### src/rtl/multiword_add_sequencer.sv
// rtl/multiword_add_sequencer.sv - word-serial sequencer around a registered WIDTH-bit adder
//
// Purpose:
//   Accepts a WORDS*WIDTH-bit operand pair, feeds it to an external pipelined
//   adder one word at a time (LSW first), chains the carry between words, and
//   returns the full-width sum and carry over a valid/ready handshake.
//   One transaction in flight; each word occupies the adder for ADD_LAT+1 cycles.
//
// Configuration macro:
//   MULTIWORD_ADD_SEQUENCER_OVF_EN - adds ovf_o, the signed overflow of the full add.
//
// Ports:
//   CLK_i        in   clock, rising edge
//   RST_N_I      in   asynchronous active-low reset
//   in_valid_i   in   operand pair valid
//   in_ready_o   out  sequencer idle, can accept an operand pair
//   op_a_i       in   operand A (WORDS*WIDTH)
//   op_b_i       in   operand B (WORDS*WIDTH)
//   carry_in_i   in   carry into word 0
//   add_a_o      out  A word to the adder
//   add_b_o      out  B word to the adder
//   add_p_o      out  carry-in to the adder
//   add_s_i      in   adder sum word
//   add_c_i      in   adder carry-out
//   out_valid_o  out  result valid
//   out_ready_i  in   consumer accepts result
//   sum_o        out  full sum (WORDS*WIDTH)
//   carry_o      out  carry out of the MSW
//   busy_o       out  transaction in progress (RUN or DONE)
//   ovf_o        out  signed overflow (only with MULTIWORD_ADD_SEQUENCER_OVF_EN)

module multiword_add_sequencer #(
  parameter int WIDTH   = 8,
  parameter int WORDS   = 4,
  parameter int ADD_LAT = 2
) (
  input  logic                   CLK_i,
  input  logic                   RST_N_I,
  input  logic                   in_valid_i,
  output logic                   in_ready_o,
  input  logic [WORDS*WIDTH-1:0] op_a_i,
  input  logic [WORDS*WIDTH-1:0] op_b_i,
  input  logic                   carry_in_i,
  output logic [WIDTH-1:0]       add_a_o,
  output logic [WIDTH-1:0]       add_b_o,
  output logic                   add_p_o,
  input  logic [WIDTH-1:0]       add_s_i,
  input  logic                   add_c_i,
  output logic                   out_valid_o,
  input  logic                   out_ready_i,
  output logic [WORDS*WIDTH-1:0] sum_o,
  output logic                   carry_o,
`ifdef MULTIWORD_ADD_SEQUENCER_OVF_EN
  output logic                   ovf_o,
`endif
  output logic                   busy_o
);

  localparam int KW = (WORDS > 1) ? $clog2(WORDS) : 1;
  localparam int LW = $clog2(ADD_LAT + 1);

  typedef enum logic [1:0] {
    S_IDLE,
    S_RUN,
    S_DONE
  } state_t;

  state_t state_q, state_d;

  logic [KW-1:0]                k_q;
  logic [LW-1:0]                lat_q;
  logic [WORDS-1:0][WIDTH-1:0]  a_q;
  logic [WORDS-1:0][WIDTH-1:0]  b_q;
  logic [WORDS-1:0][WIDTH-1:0]  sum_q;
  // Holds carry_in_i after accept, then the carry-out of each completed word;
  // after the last word it is the final carry.
  logic                         cy_q;

  logic last_beat;
  logic last_word;

  // The adder result for the current word is valid in the last of the
  // ADD_LAT+1 cycles the word is held.
  assign last_beat = (state_q == S_RUN) && (lat_q == LW'(ADD_LAT));
  assign last_word = (k_q == KW'(WORDS - 1));

  always_ff @(posedge CLK_i or negedge RST_N_I) begin
    if (!RST_N_I) begin
      state_q <= S_IDLE;
    end else begin
      state_q <= state_d;
    end
  end

  always_comb begin
    state_d     = state_q;
    in_ready_o  = 1'b0;
    out_valid_o = 1'b0;
    busy_o      = 1'b1;
    add_a_o     = '0;
    add_b_o     = '0;
    add_p_o     = 1'b0;
    case (state_q)
      S_IDLE: begin
        in_ready_o = 1'b1;
        busy_o     = 1'b0;
        if (in_valid_i) state_d = S_RUN;
      end
      S_RUN: begin
        add_a_o = a_q[k_q];
        add_b_o = b_q[k_q];
        add_p_o = cy_q;
        if (last_beat && last_word) state_d = S_DONE;
      end
      S_DONE: begin
        out_valid_o = 1'b1;
        if (out_ready_i) state_d = S_IDLE;
      end
      default: begin
        state_d = S_IDLE;
      end
    endcase
  end

  always_ff @(posedge CLK_i or negedge RST_N_I) begin
    if (!RST_N_I) begin
      k_q   <= '0;
      lat_q <= '0;
      a_q   <= '0;
      b_q   <= '0;
      sum_q <= '0;
      cy_q  <= 1'b0;
    end else begin
      if (state_q == S_IDLE && in_valid_i) begin
        a_q   <= op_a_i;
        b_q   <= op_b_i;
        cy_q  <= carry_in_i;
        k_q   <= '0;
        lat_q <= '0;
      end else if (state_q == S_RUN) begin
        if (last_beat) begin
          lat_q      <= '0;
          sum_q[k_q] <= add_s_i;
          cy_q       <= add_c_i;
          if (!last_word) k_q <= k_q + KW'(1);
        end else begin
          lat_q <= lat_q + LW'(1);
        end
      end
    end
  end

  assign sum_o   = sum_q;
  assign carry_o = cy_q;

`ifdef MULTIWORD_ADD_SEQUENCER_OVF_EN
  logic ovf_q;

  // Signed overflow: operands share a sign and the MSW result sign differs.
  always_ff @(posedge CLK_i or negedge RST_N_I) begin
    if (!RST_N_I) begin
      ovf_q <= 1'b0;
    end else if (last_beat && last_word) begin
      ovf_q <= (a_q[WORDS-1][WIDTH-1] == b_q[WORDS-1][WIDTH-1]) &&
               (add_s_i[WIDTH-1] != a_q[WORDS-1][WIDTH-1]);
    end
  end

  assign ovf_o = ovf_q;
`endif

endmodule

### config.mk
export PLATFORM = sky130hd
export DESIGN_NAME = multiword_add_sequencer
export DESIGN_NICKNAME = d
export VERILOG_FILES = /design/src/rtl/multiword_add_sequencer.sv
export SDC_FILE = /design/constraint.sdc
export NUM_CORES = 1
export LEC_CHECK = 0
export ABC_AREA = 1
export CORE_MARGIN = 3
export CORE_UTILIZATION = 40
export CTS_BUF_LIST = sky130_fd_sc_hd__clkbuf_2
export CTS_CLUSTER_SIZE = 25
export DETAILED_ROUTE_END_ITERATION = 6
export GPL_TIMING_DRIVEN = 0
export PLACE_DENSITY = 0.77
export SYNTH_ARGS = -nofsm -noshare
export SYNTH_HDL_FRONTEND = slang
export SYNTH_SLANG_ARGS = --single-unit
### constraint.sdc
create_clock -name CLK_i -period 1.8 [get_ports CLK_i]
set_input_delay 0.18 -clock CLK_i [delete_from_list [all_inputs] [get_ports CLK_i]]
set_output_delay 0.18 -clock CLK_i [all_outputs]
set_load 0.01 [all_outputs]
==> impl_metrics.json <==
{
  "status": "finished with violations",
  "failed_checks": "setup timing",
  "synthTopCellsByArea": "dfrtp_1 55%, nand2_1 19%, nor2_1 5.5%",
  "wire_per_inst_um": 16.2,
  "ys_ff_latch": 103,
  "synth_top_family_by_area": "simple AND/OR/NAND/NOR gates",
  "synth_edf_count": 0,
  "globalplace.congestion": 0.919,
  "tightest_slew_ns": 0.539,
  "dr.first_iter.drc_count": 408,
  "avgSynthCellArea_sq_um": 8.12,
  "syn-num-nets": 659,
  "finish.utilization": 0.618,
  "path_cells": "buf_12 -> clkbuf_16 -> nor2_1 -> nor2_1 -> nand2_1 -> a21oi_2 -> buf_2",
  "leakage_nw": 3.38,
  "end_kind": "primary output",
  "track_usage": 0.218,
  "pwr-share-comb": 0.546,
  "drv_cap": 0,
  "crit_arrival_ns": 1.98,
  "clk_pin_slew_ns": 0.27,
  "syn_inst": 577,
  "overflow": 0,
  "root_buffer": "clkbuf_2",
  "p_per_area_nw_per_um2": 1640,
  "antenna_found_initial": 0,
  "grt_pass1_vias": 4450,
  "diodes": 0,
  "period_share": 1.20,
  "vias": 4432,
  "cp.depth": 7,
  "die_h_um": 114,
  "yosysWarnings": 0,
  "cp_max_fo": 7,
  "start_kind": "flip-flop",
  "yosys.area.top_type": "dfrtp_1",
  "drt_wl_total_um": 14400,
  "start_util": 0.421,
  "crit_buf_inv": 3,
  "fp.coreArea_sq_um": 11100,
  "power_mw": 11.3,
  "yosysUniqueCellTypes": 22,
  "cp_top_family": "flip-flops",
  "finalSetupTns_ns": -4.34,
  "cts_buffers": 9,
  "grt_pass1_wl_um": 22200,
  "finalSetupViolCount": 17,
  "synth_fa_ha_area_frac": 0.0107,
  "synth_top_area_frac": 0.550,
  "cts_tree": "done",
  "design.die.area_sq_um": 13000,
  "nNetsFinal": 824,
  "fin_cells": 886,
  "rsz0062_at_grt": "yes",
  "dp_hpwl_um": 9940,
  "yosys.area_share.simple": 0.273,
  "cts_max_path_buffers": 2,
  "synth_ff_type": "dfrtp_1",
  "synthXorXnorAreaFrac": 0,
  "synthTopCellsByCount": "241 x nand2_1, 103 x dfrtp_1, 69 x nor2_1",
  "hold_viol_final": 0,
  "slowest_stage": "dfrtp_2",
  "setup_slack_ns": -0.359,
  "ant_nets": 0,
  "finalMaxSlewViolations": 0,
  "crit_type": "reg -> out",
  "dp_cells": 848,
  "drive_gt1_frac": 0.225,
  "max_freq_mhz": 463,
  "postPlaceCellArea_sq_um": 6190,
  "hold_class": "in -> async",
  "routed_via_density": 5.00,
  "fin_crit_ns": 2.16,
  "insertion_delay_ns": 0.57,
  "p_int_mw": 6.57,
  "first_pass_iters": 5,
  "crit_top_cell": "nor2_1",
  "synthMuxAreaShare": 0,
  "die_w_um": 114,
  "fp-row-count": 38,
  "ios": 131,
  "swShare": 0.417,
  "p_seq_frac": 0.358,
  "syn_to_final_growth_pct": 46.8,
  "async_reset_ff_frac": 1.00,
  "grt_max_degree": 65,
  "pre_cts_ws_ns": -0.566,
  "drc": 0,
  "synth_compound_area_frac": 0.102,
  "max_stage_delay_ns": 0.49,
  "htree_levels": 3,
  "switchingPower_mw": 4.71,
  "yosysSeqAreaShare": 0.550,
  "post-route-cell-area_sq_um": 6880,
  "p_clk_frac": 0.096,
  "vdd_ir_drop_max_mv": 0.832,
  "ff2ff_setup_slack_ns": 0.12,
  "syn-cell-area_sq_um": 4680,
  "synth_most_common_cell": "nand2_1",
  "cp.required_ns": 1.62,
  "hold_ws_ns": 0.0694,
  "port_buffers": 130,
  "cts.sinks": 103,
  "fin_worst_skew_ns": 0.0206,
  "worstRegToRegCells": 6,
  "maxSlewHeadroom": 0.641
}
[kinds of logic after synthesis]
kind of cell	after synthesis
AOI/OAI and AO/OA	83
adders and majority gates	4
buffers and inverters	64
DFF	103
and+or+nand+nor	323
[sequential cells by signal, summed over array words and instances (netlist names)]
register,cells
lat_q,2
state_q,2
sum_o,32
a_q,32
k_q,2
b_q,32
carry_o,1
[worst reg2reg max path: stages, from the launching register on]
cell	delay [ns]
dfrtp_1	0.46
buf_6	0.13
inv_8	0.06
nand2_1	0.10
nor2_4	0.28
clkbuf_1	0.39
o21ai_0	0.16
[routing by layer]
metal | wire [um] | vias up | GRT usage
met2 | 6930 | 189 | 0.351
met3 | 948 | 40 | 0.0396
met5 | 0 | - | 0
li1 | - | 2120 | -
met4 | 423 | 0 | 0.0942
met1 | 6080 | 2083 | 0.291
[worst paths after layout]
check	start	endpoint
min reg2reg	a_q[18]	a_q[18]
max in group asynchronous	RST_N_I	k_q[0]
max	k_q[0]	add_a_o[1]
max reg2reg	state_q[1]	a_q[15]
min in group CLK_i	op_b_i[6]	b_q[6]
min	RST_N_I	sum_o[23]
[placed cells by master (no fill, tap or decap), types with 3 or more instances in the layout]
cell type,count
nand4_1,3
nand2_4,4
inv_1,32
nand3_1,3
a21oi_2,13
buf_2,27
buf_12,3
nor2_4,11
o21ai_0,18
buf_6,13
dfrtp_1,101
nand2_1,237
buf_4,15
ha_1,4
clkbuf_2,10
o21ai_1,24
nor2_2,20
clkdlybuf4s50_1,108
nor2_1,39
o21ai_2,24
nand2_2,4
clkbuf_16,4
buf_8,3
[timing repair]
| action | CTS | global route |
|---|---|---|
| buffers inserted | 15 | 3 |
| hold endpoints to repair | 87 | 0 |
| hold buffers | 1 | 0 |
| endpoints found under the setup margin | 37 | 64 |
| pin swaps | 21 | 22 |
| gates resized for setup | 171 | 43 |
| gates cloned | 2 | 3 |
[power by group through the flow]
stage               registers (mW)  logic [mW]  clock network [mW]
global route                  4.15        6.71                1.17
finish                        4.04        6.16                1.08
global placement              3.97        4.92                   0
detailed placement            4.00        5.06                   0
floorplan                     4.02        2.57                   0
CTS                           3.98        5.58                1.09
[cell type report]
type	instances	area (sq um)
repair buffers	155	1530
clock inverters	6	62.6
inverters	35	159
flip-flops and latches	103	2580
fillers	952	4250
well taps	140	175
multi-input cells	410	2050
clock buffers	9	45.0
plain buffers	28	273
Note: power is estimated with default switching activity, not from simulation.
